--- src/rtl/instr_fetch_unit.sv ---
// Instruction fetch front end: owns the PC, issues word fetches over a req/gnt bus
// with in-order responses, and buffers up to two fetched words for decode.
module instr_fetch_unit #(
  parameter logic [31:0] RESET_PC = 32'h0000_0000
) (
  input  logic        clk,
  input  logic        rst_n,
  output logic        imem_req,
  output logic [31:0] imem_addr,
  input  logic        imem_gnt,
  input  logic        imem_rvalid,
  input  logic [31:0] imem_rdata,
  output logic        instr_valid,
  input  logic        instr_ready,
  output logic [31:0] instr,
  output logic [31:0] instr_pc,
  output logic [31:0] instr_pcplus4,
  output logic [6:0]  Op,
  output logic [2:0]  Funct3,
  output logic        Funct7b5,
  input  logic        PCSrc,
  input  logic [31:0] PCTarget
);

  localparam int unsigned XLEN  = 32;
  localparam int unsigned CW    = 2;
  localparam int unsigned DEPTH = 2;
  localparam int unsigned OCCW  = 3;

  localparam logic [0:0] S_FETCH = 1'b0;
  localparam logic [0:0] S_FLUSH = 1'b1;

  logic [0:0]      state_q, state_d;
  logic [XLEN-1:0] fetch_pc_q, fetch_pc_d;
  logic [XLEN-1:0] resp_pc_q, resp_pc_d;
  logic [CW-1:0]   outstanding_q, outstanding_d;
  logic [CW-1:0]   discard_q, discard_d;
  logic [CW-1:0]   count_q, count_d;
  logic            rd_ptr_q, rd_ptr_d;
  logic            wr_ptr_q, wr_ptr_d;
  logic [XLEN-1:0] word_q [DEPTH];
  logic [XLEN-1:0] word_d [DEPTH];
  logic [XLEN-1:0] pc_q   [DEPTH];
  logic [XLEN-1:0] pc_d   [DEPTH];

  logic            pop;
  logic            redirect;
  logic            accept;
  logic            push;
  logic            credit;
  logic [OCCW-1:0] occupancy;
  logic [XLEN-1:0] tgt_aligned;
  logic            unused_tgt_lsb;

  assign tgt_aligned    = {PCTarget[31:2], 2'b00};
  assign unused_tgt_lsb = ^PCTarget[1:0];

  // Handshake decode; a grant in the redirect cycle is still counted and later dropped.
  always_comb begin
    pop       = (count_q != '0) & instr_ready;
    redirect  = pop & PCSrc;
    occupancy = OCCW'(outstanding_q) + OCCW'(count_q) - OCCW'(pop);
    credit    = occupancy < OCCW'(2);
    imem_req  = rst_n & credit & (state_q == S_FETCH) & ~redirect;
    accept    = imem_gnt & (imem_req | redirect);
    push      = imem_rvalid & (discard_q == '0) & ~redirect;
  end

  always_comb begin
    state_d       = state_q;
    fetch_pc_d    = fetch_pc_q;
    resp_pc_d     = resp_pc_q;
    outstanding_d = outstanding_q - CW'(imem_rvalid) + CW'(accept);
    discard_d     = discard_q;
    count_d       = count_q;
    rd_ptr_d      = rd_ptr_q;
    wr_ptr_d      = wr_ptr_q;
    word_d        = word_q;
    pc_d          = pc_q;

    if (redirect) begin
      fetch_pc_d = tgt_aligned;
      resp_pc_d  = tgt_aligned;
      discard_d  = outstanding_d;
      count_d    = '0;
      rd_ptr_d   = 1'b0;
      wr_ptr_d   = 1'b0;
    end else begin
      if (accept) begin
        fetch_pc_d = fetch_pc_q + XLEN'(4);
      end
      if (imem_rvalid && (discard_q != '0)) begin
        discard_d = discard_q - CW'(1);
      end
      if (push) begin
        word_d[wr_ptr_q] = imem_rdata;
        pc_d[wr_ptr_q]   = resp_pc_q;
        wr_ptr_d         = ~wr_ptr_q;
        resp_pc_d        = resp_pc_q + XLEN'(4);
      end
      if (pop) begin
        rd_ptr_d = ~rd_ptr_q;
      end
      count_d = count_q + CW'(push) - CW'(pop);
    end

    case (state_q)
      S_FETCH: if (redirect && (discard_d != '0)) state_d = S_FLUSH;
      S_FLUSH: if (discard_d == '0) state_d = S_FETCH;
      default: state_d = S_FETCH;
    endcase
  end

  always_ff @(posedge clk or negedge rst_n) begin
    if (!rst_n) begin
      state_q       <= S_FETCH;
      fetch_pc_q    <= RESET_PC;
      resp_pc_q     <= RESET_PC;
      outstanding_q <= '0;
      discard_q     <= '0;
      count_q       <= '0;
      rd_ptr_q      <= 1'b0;
      wr_ptr_q      <= 1'b0;
      for (int i = 0; i < DEPTH; i++) begin
        word_q[i] <= '0;
        pc_q[i]   <= RESET_PC;
      end
    end else begin
      state_q       <= state_d;
      fetch_pc_q    <= fetch_pc_d;
      resp_pc_q     <= resp_pc_d;
      outstanding_q <= outstanding_d;
      discard_q     <= discard_d;
      count_q       <= count_d;
      rd_ptr_q      <= rd_ptr_d;
      wr_ptr_q      <= wr_ptr_d;
      word_q        <= word_d;
      pc_q          <= pc_d;
    end
  end

  // Head of the buffer drives decode; no bypass from the response bus.
  assign imem_addr     = fetch_pc_q;
  assign instr_valid   = (count_q != '0);
  assign instr         = word_q[rd_ptr_q];
  assign instr_pc      = pc_q[rd_ptr_q];
  assign instr_pcplus4 = instr_pc + XLEN'(4);
  assign Op            = instr[6:0];
  assign Funct3        = instr[14:12];
  assign Funct7b5      = instr[30];

endmodule

--- config.mk ---
export PLATFORM = sky130hd
export DESIGN_NAME = instr_fetch_unit
export DESIGN_NICKNAME = d
export VERILOG_FILES = /design/src/rtl/instr_fetch_unit.sv
export SDC_FILE = /design/constraint.sdc
export NUM_CORES = 1
export LEC_CHECK = 0
export BUFFER_PORTS_ARGS = -buffer_cell sky130_fd_sc_hd__buf_2
export CORE_ASPECT_RATIO = 1.4
export CORE_MARGIN = 1.5
export CORE_UTILIZATION = 50
export CTS_CLUSTER_SIZE = 40
export DETAILED_ROUTE_END_ITERATION = 16
export GPL_ROUTABILITY_DRIVEN = 0
export PLACE_DENSITY = 0.74
export SYNTH_ARGS = -nofsm -noshare
export SYNTH_HDL_FRONTEND = slang
export SYNTH_SLANG_ARGS = --single-unit
--- constraint.sdc ---
create_clock -name clk -period 6 [get_ports clk]
set_input_delay 1.2 -clock clk [delete_from_list [all_inputs] [get_ports clk]]
set_output_delay 1.2 -clock clk [all_outputs]
set_load 0.05 [all_outputs]
==> results of run 1 <==
-- cell type report --
| cell class | count | area (um2) | share of cell area, % |
|---|---|---|---|
| clock inverter | 14 | 128 | 1.09 |
| multi-input combinational | 620 | 4850 | 41.5 |
| sequential | 193 | 4830 | 41.3 |
| clock buffer | 18 | 429 | 3.67 |
| inverter | 22 | 82.6 | 0.706 |
| tap | 252 | 315 | 2.69 |
| timing repair buffer | 207 | 1060 | 9.04 |
-- registers in the layout, summed over array words and instances, names as in the netlist --
name and cells:
word_q 64, resp_pc_q 30, pc_q 60, outstanding_q 2, discard_q 2, wr_ptr_q 1
state_q 1, count_q 2, rd_ptr_q 1, imem_addr 30
-- per-layer routing --
metal / vias to the layer above / wire (um) / GRT usage, %
met5: - / 0 / 0
met2: 227 / 11700 / 38.6
met1: 3662 / 9590 / 27.8
met3: 47 / 1030 / 3.97
met4: 0 / 594 / 8.59
li1: 3460 / - / -
-- critical path: cells and delay by family, from the launching register on --
family          cells  cell delay, ns
compound gates      1            0.45
xor+xnor            1            0.17
buf+inv             2            0.78
flops               1            0.90
mux                 1            0.18
simple gates        2            0.67
-- metrics by stage --
step           cell area [um2]  setup slack [ns]  std cells  hold slack (ns)
6_report                 11700              1.21       1326            0.490
5_1_grt                  11700             0.963       1326            0.511
4_1_cts                  11700              1.21       1326            0.491
3_5_place_dp             11100              1.57       1294            0.474
3_3_place_gp             11100              1.64       1294            0.466
2_1_floorplan            10100             0.559        891            0.454
-- cell families after synthesis --
| family | Yosys count | share of synthesized area (%) |
|---|---|---|
| AO/OA/AOI/OAI | 89 | 5.37 |
| XOR/XNOR | 88 | 7.76 |
| adder cells (fa/ha/maj) | 10 | 1.32 |
| buffers and inverters | 78 | 3.95 |
| flip-flops | 193 | 48.1 |
| multiplexers | 184 | 20.5 |
| other | 1 | 0.0374 |
| AND/OR/NAND/NOR | 243 | 12.9 |
-- how the worst max path moves through the flow --
stage / to / cells after the start / slack, ns / start
5_1_grt: instr_pcplus4[28] / 9 / 0.96 / rd_ptr_q
4_1_cts: instr_pcplus4[28] / 9 / 1.21 / rd_ptr_q
3_5_place_dp: state_q / 16 / 1.57 / instr_ready
3_3_place_gp: state_q / 16 / 1.64 / instr_ready
2_1_floorplan: instr_pcplus4[8] / 12 / 0.56 / rd_ptr_q
6_report: instr_pcplus4[31] / 7 / 1.21 / rd_ptr_q
-- cell usage in the layout (no fill, tap or decap), types with 6 or more instances in the layout --
cell type,n
conb_1,6
mux2_2,168
nor2_1,52
buf_2,201
nor4_1,8
nand2_1,52
xnor2_1,41
inv_1,22
mux2i_1,12
o21ai_0,8
nand4_1,34
ha_1,9
nand3_1,23
and2_1,10
nor3_1,12
clkinvlp_4,6
nand4b_1,9
dfrtp_1,192
a21oi_1,60
and3_1,14
clkbuf_16,17
xor2_1,46
==> reports/metrics.yaml, run 1 <==
rr_worst_depth: 14
nFillCells: 1675
critPathLaunchType: "flop"
cts_tree: "built"
setup-tns-final_ns: 0
cp_cell_sequence: "buf_4 > mux2i_1 > a21oi_1 > nand4_2 > nor3_2 > xor2_1 > buf_2"
hold_start: "word_q[46]"
slew_headroom_pct: 35.8
cts_sinks: 193
synth_area_leaders: "dfrtp_1 (48%), mux2_2 (19%), xor2_1 (4.0%), xnor2_1 (3.6%), a21oi_1 (3.0%)"
rsz0062_at_grt: "no"
antenna_cells: 0
clk_latency_ns: 0.43
r2r_end: "state_q"
hpwl_mm: 16.5
vias: 7396
synth_warnings: 0
drv_slew: 0
synth.avg_cell_area_um2: 11.3
timing.final.crit_share_pct: 79.9
worstSetupPathType: "flop to primary output"
clock.fmax_mhz: 209
cts-resized-gates: 0
cts_max_level: 4
utilization_pct: 59.2
final-setup-viol-count: 0
max_stage_delay_ns: 0.90
via_per_inst: 5.58
synth_ff_type: "dfrtp_1"
layout-drive-gt1-share_pct: 39.4
synth_edf_count: 0
std_cell_rows: 61
fin_crit_ns: 4.79
crit_required_ns: 4.80
cts_hold_buf: 0
yosys-top-cells-count: "dfrtp_1 (193), mux2_2 (168), a21oi_1 (60)"
hold_path_end: "word_q[46]"
die_w_um: 123
wire_per_inst_um: 17.3
coreArea_um2: 19800
grt_pass1_wl_mm: 36.8
synth_area_um2: 10000
finClkSkew_ns: 0.0104
synthCells: 886
ys_seq_area_share_pct: 48.1
wl_mm: 22.9
numCtsBuffers: 17
first_pass_iters: 5
gr-total-overflow: 0
synth.most_common_cell: "dfrtp_1"
synth_top_area_cell: "dfrtp_1"
r2r-start: "count_q[1]"
max-cap-violations: 0
hold_depth: 1
root_buffer: "clkbuf_16"
cp-end-kind: "primary output"
grt_max_degree: 78
start_util_pct: 50.8
area_growth_pct: 16.6
slowest_stage: "dfrtp_4"
ys_types: 55
async_flop_share_pct: 100
cp_max_fo: 57
drt_iter0_markers: 387
holdCritPathClass: "flop to flop"
reg2reg_setup_slack_ns: 2.38
die_y_um: 171
yosys.area.top_type_share_pct: 48.1
antenna_found_initial: 0
postCtsSetupBuffers: 0
port_buffers: 202
nets: 1141
path_clk_slew_ns: 0.07
first_global_vias: 7307
arrival_ns: 3.59
status: "complete, no violations"
die_area_um2: 20900
drtAntennaViolNets: 0
ioPinCount: 211
finalHoldViolations: 0
synth_seq_cells: 193
grtUsageTotal_pct: 22.4
drcViolationCount: 0
tightest_slew_ns: 0.963
cts_buffer_depth: 2
Power of run 1 is left out: the tool's default activity adds up to more than one toggle a clock period on the data nets, which glitch-free logic cannot reach.
==> run 2: changes to the inputs <==
--- a/config.mk
+++ b/config.mk
@@ -12,7 +12,7 @@
 export CTS_CLUSTER_SIZE = 40
 export DETAILED_ROUTE_END_ITERATION = 16
 export GPL_ROUTABILITY_DRIVEN = 0
-export PLACE_DENSITY = 0.74
+export PLACE_DENSITY = 0.77
 export SYNTH_ARGS = -nofsm -noshare
 export SYNTH_HDL_FRONTEND = slang
 export SYNTH_SLANG_ARGS = --single-unit
==> constraint.sdc (replaced) <==
create_clock -name clk -period 4.2 [get_ports clk]
set_input_delay 0.84 -clock clk [delete_from_list [all_inputs] [get_ports clk]]
set_output_delay 0.84 -clock clk [all_outputs]
set_load 0.05 [all_outputs]
==> run 2 against run 1 <==
Global-route usage rose by 0.17 points. Sequential share of layout area shrank 0.70 points. Clock skew increased by 0.0081 ns. Die area unchanged. Critical path depth unchanged. Utilization grew 1.0 points. Count of clock-buffer cells in the layout is the same. Wire length up 1.0%. Final area is 1.7% higher. Non-clock buffer count grew 3. Final cell count increased by 0.23%. Critical endpoint is now instr_pcplus4[27]. Largest cell class unchanged.
==> reports/metrics.yaml, run 2 (synthesis gave the netlist of run 1 again) <==
nets: 1144  # +0.26%
cp_max_fo: 70  # +23%
wl_mm: 23.1  # +1.0%
drv_slew: 0  # unchanged
fin_cells: 1329  # +0.23%
cts_buffer_depth: 2  # unchanged
grtUsageTotal_pct: 22.6  # +0.17 points
nFillCells: 1659  # -0.96%
max-cap-violations: 0  # unchanged
grt_use_met2_pct: 37.2  # -1.4 points
grtUsageMet1_pct: 29.0  # +1.2 points
fin_crit_ns: 4.01
finClkSkew_ns: 0.0185  # +0.00806 ns
grt_max_degree: 90  # +15%
die_area_um2: 20900  # unchanged
vias: 7311  # -1.1%
top_regs: "word_q x64, pc_q x60"
top_usage_layer: "met2"
use_met3_pct: 4.47  # +0.50 points
rr_worst_depth: 14  # unchanged
worstSetupPathType: "flop to primary output"
final-setup-viol-count: 0  # unchanged
cp-end-kind: "primary output"
crit_required_ns: 3.36  # -1.44 ns
die_w_um: 123  # unchanged
multi_input_area_um2: 4960  # +2.2%
cts_sinks: 193  # unchanged
antenna_cells: 0  # unchanged
first_pass_iters: 5  # unchanged
coreArea_um2: 19800  # unchanged
drcViolationCount: 0  # unchanged
mostFrequentLayoutCells: "buf_2 (201), dfrtp_1 (192), mux2_2 (168), a21oi_1 (59)"
wire_per_inst_um: 17.4  # +0.79%
std_cell_rows: 61  # unchanged
cts_tree: "built"
via_per_inst: 5.50  # -1.4%
die_y_um: 171  # unchanged
rsz0062_at_grt: "no"
drtAntennaViolNets: 0  # unchanged
tightest_slew_ns: 1.03  # +0.0631 ns
holdCritPathClass: "input port to asynchronous set/reset pin"
largest_register_ffs: 64  # unchanged
gr-total-overflow: 0  # unchanged
path_clk_slew_ns: 0.08  # about the same
timing.final.crit_share_pct: 95.4
cts_max_level: 4  # unchanged
cts-resized-gates: 0  # unchanged
area_growth_pct: 18.6
drt_iter0_markers: 375  # -3.1%
layout_commonest_cell: "buf_2"
start_util_pct: 50.8  # unchanged
hpwl_mm: 16.5  # about the same
port_buffers: 202  # unchanged
regMostFlops: "word_q"
first_global_vias: 7241  # -0.90%
ioPinCount: 211  # unchanged
cts_hold_buf: 0  # unchanged
critPathLaunchType: "flop"
antenna_found_initial: 0  # unchanged
slew_headroom_pct: 31.6  # -4.2 points
clock.fmax_mhz: 250
layout-drive-gt1-share_pct: 40.9  # +1.6 points
finalHoldViolations: 0  # unchanged
root_buffer: "clkbuf_16"
arrival_ns: 3.17  # -0.42 ns
utilization_pct: 60.2  # +1.0 points
postCtsSetupBuffers: 0  # unchanged
seq_area_um2: 4830  # unchanged
placed_cells: 1297  # +0.23%
status: "complete, no violations"
clk_latency_ns: 0.44  # about the same
numCtsBuffers: 17  # unchanged
grt_pass1_wl_mm: 36.8  # +0.24%
run 2: final timing paths:
| kind | startpoint | end | slack, ns |
|---|---|---|---|
| max | rd_ptr_q | instr_pcplus4[27] | 0.19 |
| min | rst_n | outstanding_q[0] | 0.38 |
| max reg2reg | count_q[1] | state_q | 0.95 |
| min reg2reg | pc_q[52] | pc_q[52] | 0.48 |
| min in group clk | pc_q[52] | pc_q[52] | 0.48 |
| max in group asynchronous | rst_n | pc_q[54] | 1.72 |
run 2: layout make-up:
type | instances | share of cell area, %
multi-input combinational | 620 | 41.7
sequential | 193 | 40.6
timing repair buffer | 210 | 9.35
clock buffer | 18 | 3.61
tap | 252 | 2.65
clock inverter | 14 | 1.42
inverter | 22 | 0.694
run 2: routing by layer:
layer | vias up | share of wire, %
met5 | - | 0
met4 | 0 | 2.7
met3 | 43 | 5.0
met2 | 234 | 50
met1 | 3568 | 42
li1 | 3466 | -
run 2: metrics by stage:
stage	hold slack (ns)	setup TNS, ns	cell area (um2)	setup slack (ns)
after detailed placement	0.477	0	11300	0.470
after CTS	0.383	0	11900	0.00548
after global placement	0.466	0	11300	0.517
after floorplan	0.454	-0.00405	10100	-0.00405
after global routing	0.391	0	11900	0.0338
final	0.377	0	11900	0.193
run 2: worst max-delay path: stages, from the launching register on:
cell,delay [ns]
dfrtp_4,0.64
buf_16,0.29
nand4b_1,0.30
a2111oi_4,0.53
nand2_1,0.23
nor3_1,0.26
xor2_1,0.16
buf_2,0.28
Power of run 2 is left out for the same reason.
==> run 3: changes to the inputs <==
--- a/config.mk
+++ b/config.mk
@@ -6,13 +6,15 @@
 export NUM_CORES = 1
 export LEC_CHECK = 0
 export BUFFER_PORTS_ARGS = -buffer_cell sky130_fd_sc_hd__buf_2
+export CELL_PAD_IN_SITES_DETAIL_PLACEMENT = 1
+export CELL_PAD_IN_SITES_GLOBAL_PLACEMENT = 1
 export CORE_ASPECT_RATIO = 1.4
 export CORE_MARGIN = 1.5
-export CORE_UTILIZATION = 50
+export CORE_UTILIZATION = 39
 export CTS_CLUSTER_SIZE = 40
 export DETAILED_ROUTE_END_ITERATION = 16
 export GPL_ROUTABILITY_DRIVEN = 0
-export PLACE_DENSITY = 0.77
+export PLACE_DENSITY_LB_ADDON = 0.1
 export SYNTH_ARGS = -nofsm -noshare
 export SYNTH_HDL_FRONTEND = slang
 export SYNTH_SLANG_ARGS = --single-unit
==> run 3 against run 2 <==
Wire length increased by 11%. Flip-flop and latch count did not move. Global-route usage is 2.9 points lower. Non-clock buffer count is 2 higher. Critical path type unchanged. Critical endpoint is now instr_pcplus4[28].
==> reports/metrics.yaml, run 3 (synthesis gave the netlist of run 1 again) <==
start_util_pct: 39.7  # -11 points
cts_buffer_depth: 2  # unchanged
grtUsageMet1_pct: 25.3  # -3.6 points
max-cap-violations: 0  # unchanged
root_buffer: "clkbuf_16"
vias: 7312  # +0.014%
coreArea_um2: 25300  # +28%
timing.final.crit_share_pct: 93.7  # -1.7 points
top_regs: "word_q x64, pc_q x60"
ioPinCount: 211  # unchanged
slew_headroom_pct: 39.1  # +7.5 points
placed_area_um2: 11400  # +0.99%
critPathLaunchType: "flop"
largest_register_ffs: 64  # unchanged
die_w_um: 139  # +13%
r2r-start: "count_q[1]"
finClkSkew_ns: 0.0183  # -0.000201 ns
first_global_vias: 7703  # +6.4%
crit_required_ns: 3.36  # about the same
via_per_inst: 5.23  # -4.9%
std_cell_rows: 69  # +13%
rsz0062_at_grt: "no"
cts_sinks: 193  # unchanged
hpwl_mm: 18.5  # +12%
postCtsSetupBuffers: 0  # unchanged
antenna_found_initial: 0  # unchanged
top_usage_layer: "met2"
final-setup-viol-count: 0  # unchanged
drv_slew: 0  # unchanged
mostFrequentLayoutCells: "buf_2 (201), dfrtp_1 (192), mux2_2 (168), a21oi_1 (60)"
cts_tree: "built"
clock.fmax_mhz: 254  # +1.9%
path_clk_slew_ns: 0.07  # about the same
die_y_um: 193  # +13%
grt_pass1_wl_mm: 41.6  # +13%
cts-resized-gates: 0  # unchanged
gr-total-overflow: 0  # unchanged
wire_per_inst_um: 18.3  # +5.1%
use_met3_pct: 2.80  # -1.7 points
die_area_um2: 26700  # +28%
fin_crit_ns: 3.93  # -0.0732 ns
wl_mm: 25.5  # +11%
grtUsageTotal_pct: 19.7  # -2.9 points
cts_max_level: 4  # unchanged
finalHoldViolations: 0  # unchanged
numCtsBuffers: 17  # unchanged
stdcell_area_um2: 12000  # +0.62%
holdCritPathClass: "input port to asynchronous set/reset pin"
cp_max_fo: 5  # -93%
first_pass_iters: 4  # -1
clk_latency_ns: 0.44  # about the same
layout_commonest_cell: "buf_2"
drt_iter0_markers: 206  # -45%
drtAntennaViolNets: 0  # unchanged
arrival_ns: 3.09  # -0.08 ns
regMostFlops: "word_q"
status: "complete, no violations"
port_buffers: 202  # unchanged
tightest_slew_ns: 0.913  # -0.113 ns
drcViolationCount: 0  # unchanged
area_growth_pct: 19.4
startpoint: "rd_ptr_q"
layout-drive-gt1-share_pct: 40.8  # -0.17 points
nets: 1146  # +0.17%
antenna_cells: 0  # unchanged
cts_hold_buf: 0  # unchanged
worstSetupPathType: "flop to primary output"
cp-end-kind: "primary output"
grt_use_met2_pct: 34.8  # -2.4 points
grt_max_degree: 150  # +67%
==> run 3: cell count changes in the layout (fill, tap and decap cells not counted), sizes merged <==
cell	delta
bufinv	-1
inv	-3
buf	+2
clkbuf	+2
clkinvlp	+2
==> run 3: per-layer routing <==
| layer | share of wire, % | wire [um] |
|---|---|---|
| met5 | 0 | 0 |
| met4 | 1.2 | 302 |
| met3 | 3.5 | 900 |
| met2 | 51 | 12900 |
| met1 | 45 | 11400 |
==> run 3: final cells by class <==
class / instances / area, um2
clock buffer: 20 / 457
clock inverter: 12 / 125
fill: 2788 / 13300
inverter: 22 / 82.6
multi-input combinational: 620 / 4950
sequential: 193 / 4830
tap: 319 / 399
timing repair buffer: 212 / 1130
==> run 3: critical path, cell delays in order (launching register included) <==
cell	delay, ns
dfrtp_4	0.52
mux2i_4	0.20
inv_1	0.08
ha_1	0.23
nand4_1	0.15
a22oi_1	0.47
nand3_1	0.24
nor3_1	0.33
xor2_2	0.16
buf_2	0.28
==> run 3: path summary, 6_finish.rpt <==
kind | to | slack (ns) | cells after the start
min in group clk | pc_q[48] | 0.49 | 1
hold / removal | word_q[22] | 0.33 | 1
setup reg to reg | state_q | 0.94 | 14
setup / recovery | instr_pcplus4[28] | 0.27 | 9
max in group asynchronous | pc_q[56] | 2.72 | 2
hold reg to reg | pc_q[48] | 0.49 | 1
==> run 3: through the flow <==
stage | setup TNS, ns | worst slack [ns] | instances | util [%] | hold WS, ns
2_1_floorplan | -0.00405 | -0.00405 | 891 | - | 0.454
3_3_place_gp | 0 | 0.522 | 1366 | 45.0 | 0.467
3_5_place_dp | 0 | 0.476 | 1366 | 45.0 | 0.478
4_1_cts | 0 | 0.193 | 1398 | 47.3 | 0.336
5_1_grt | 0 | 0.0276 | 1398 | 47.3 | 0.350
6_report | 0 | 0.266 | 1398 | 47.3 | 0.332
Power of run 3 is left out for the same reason.
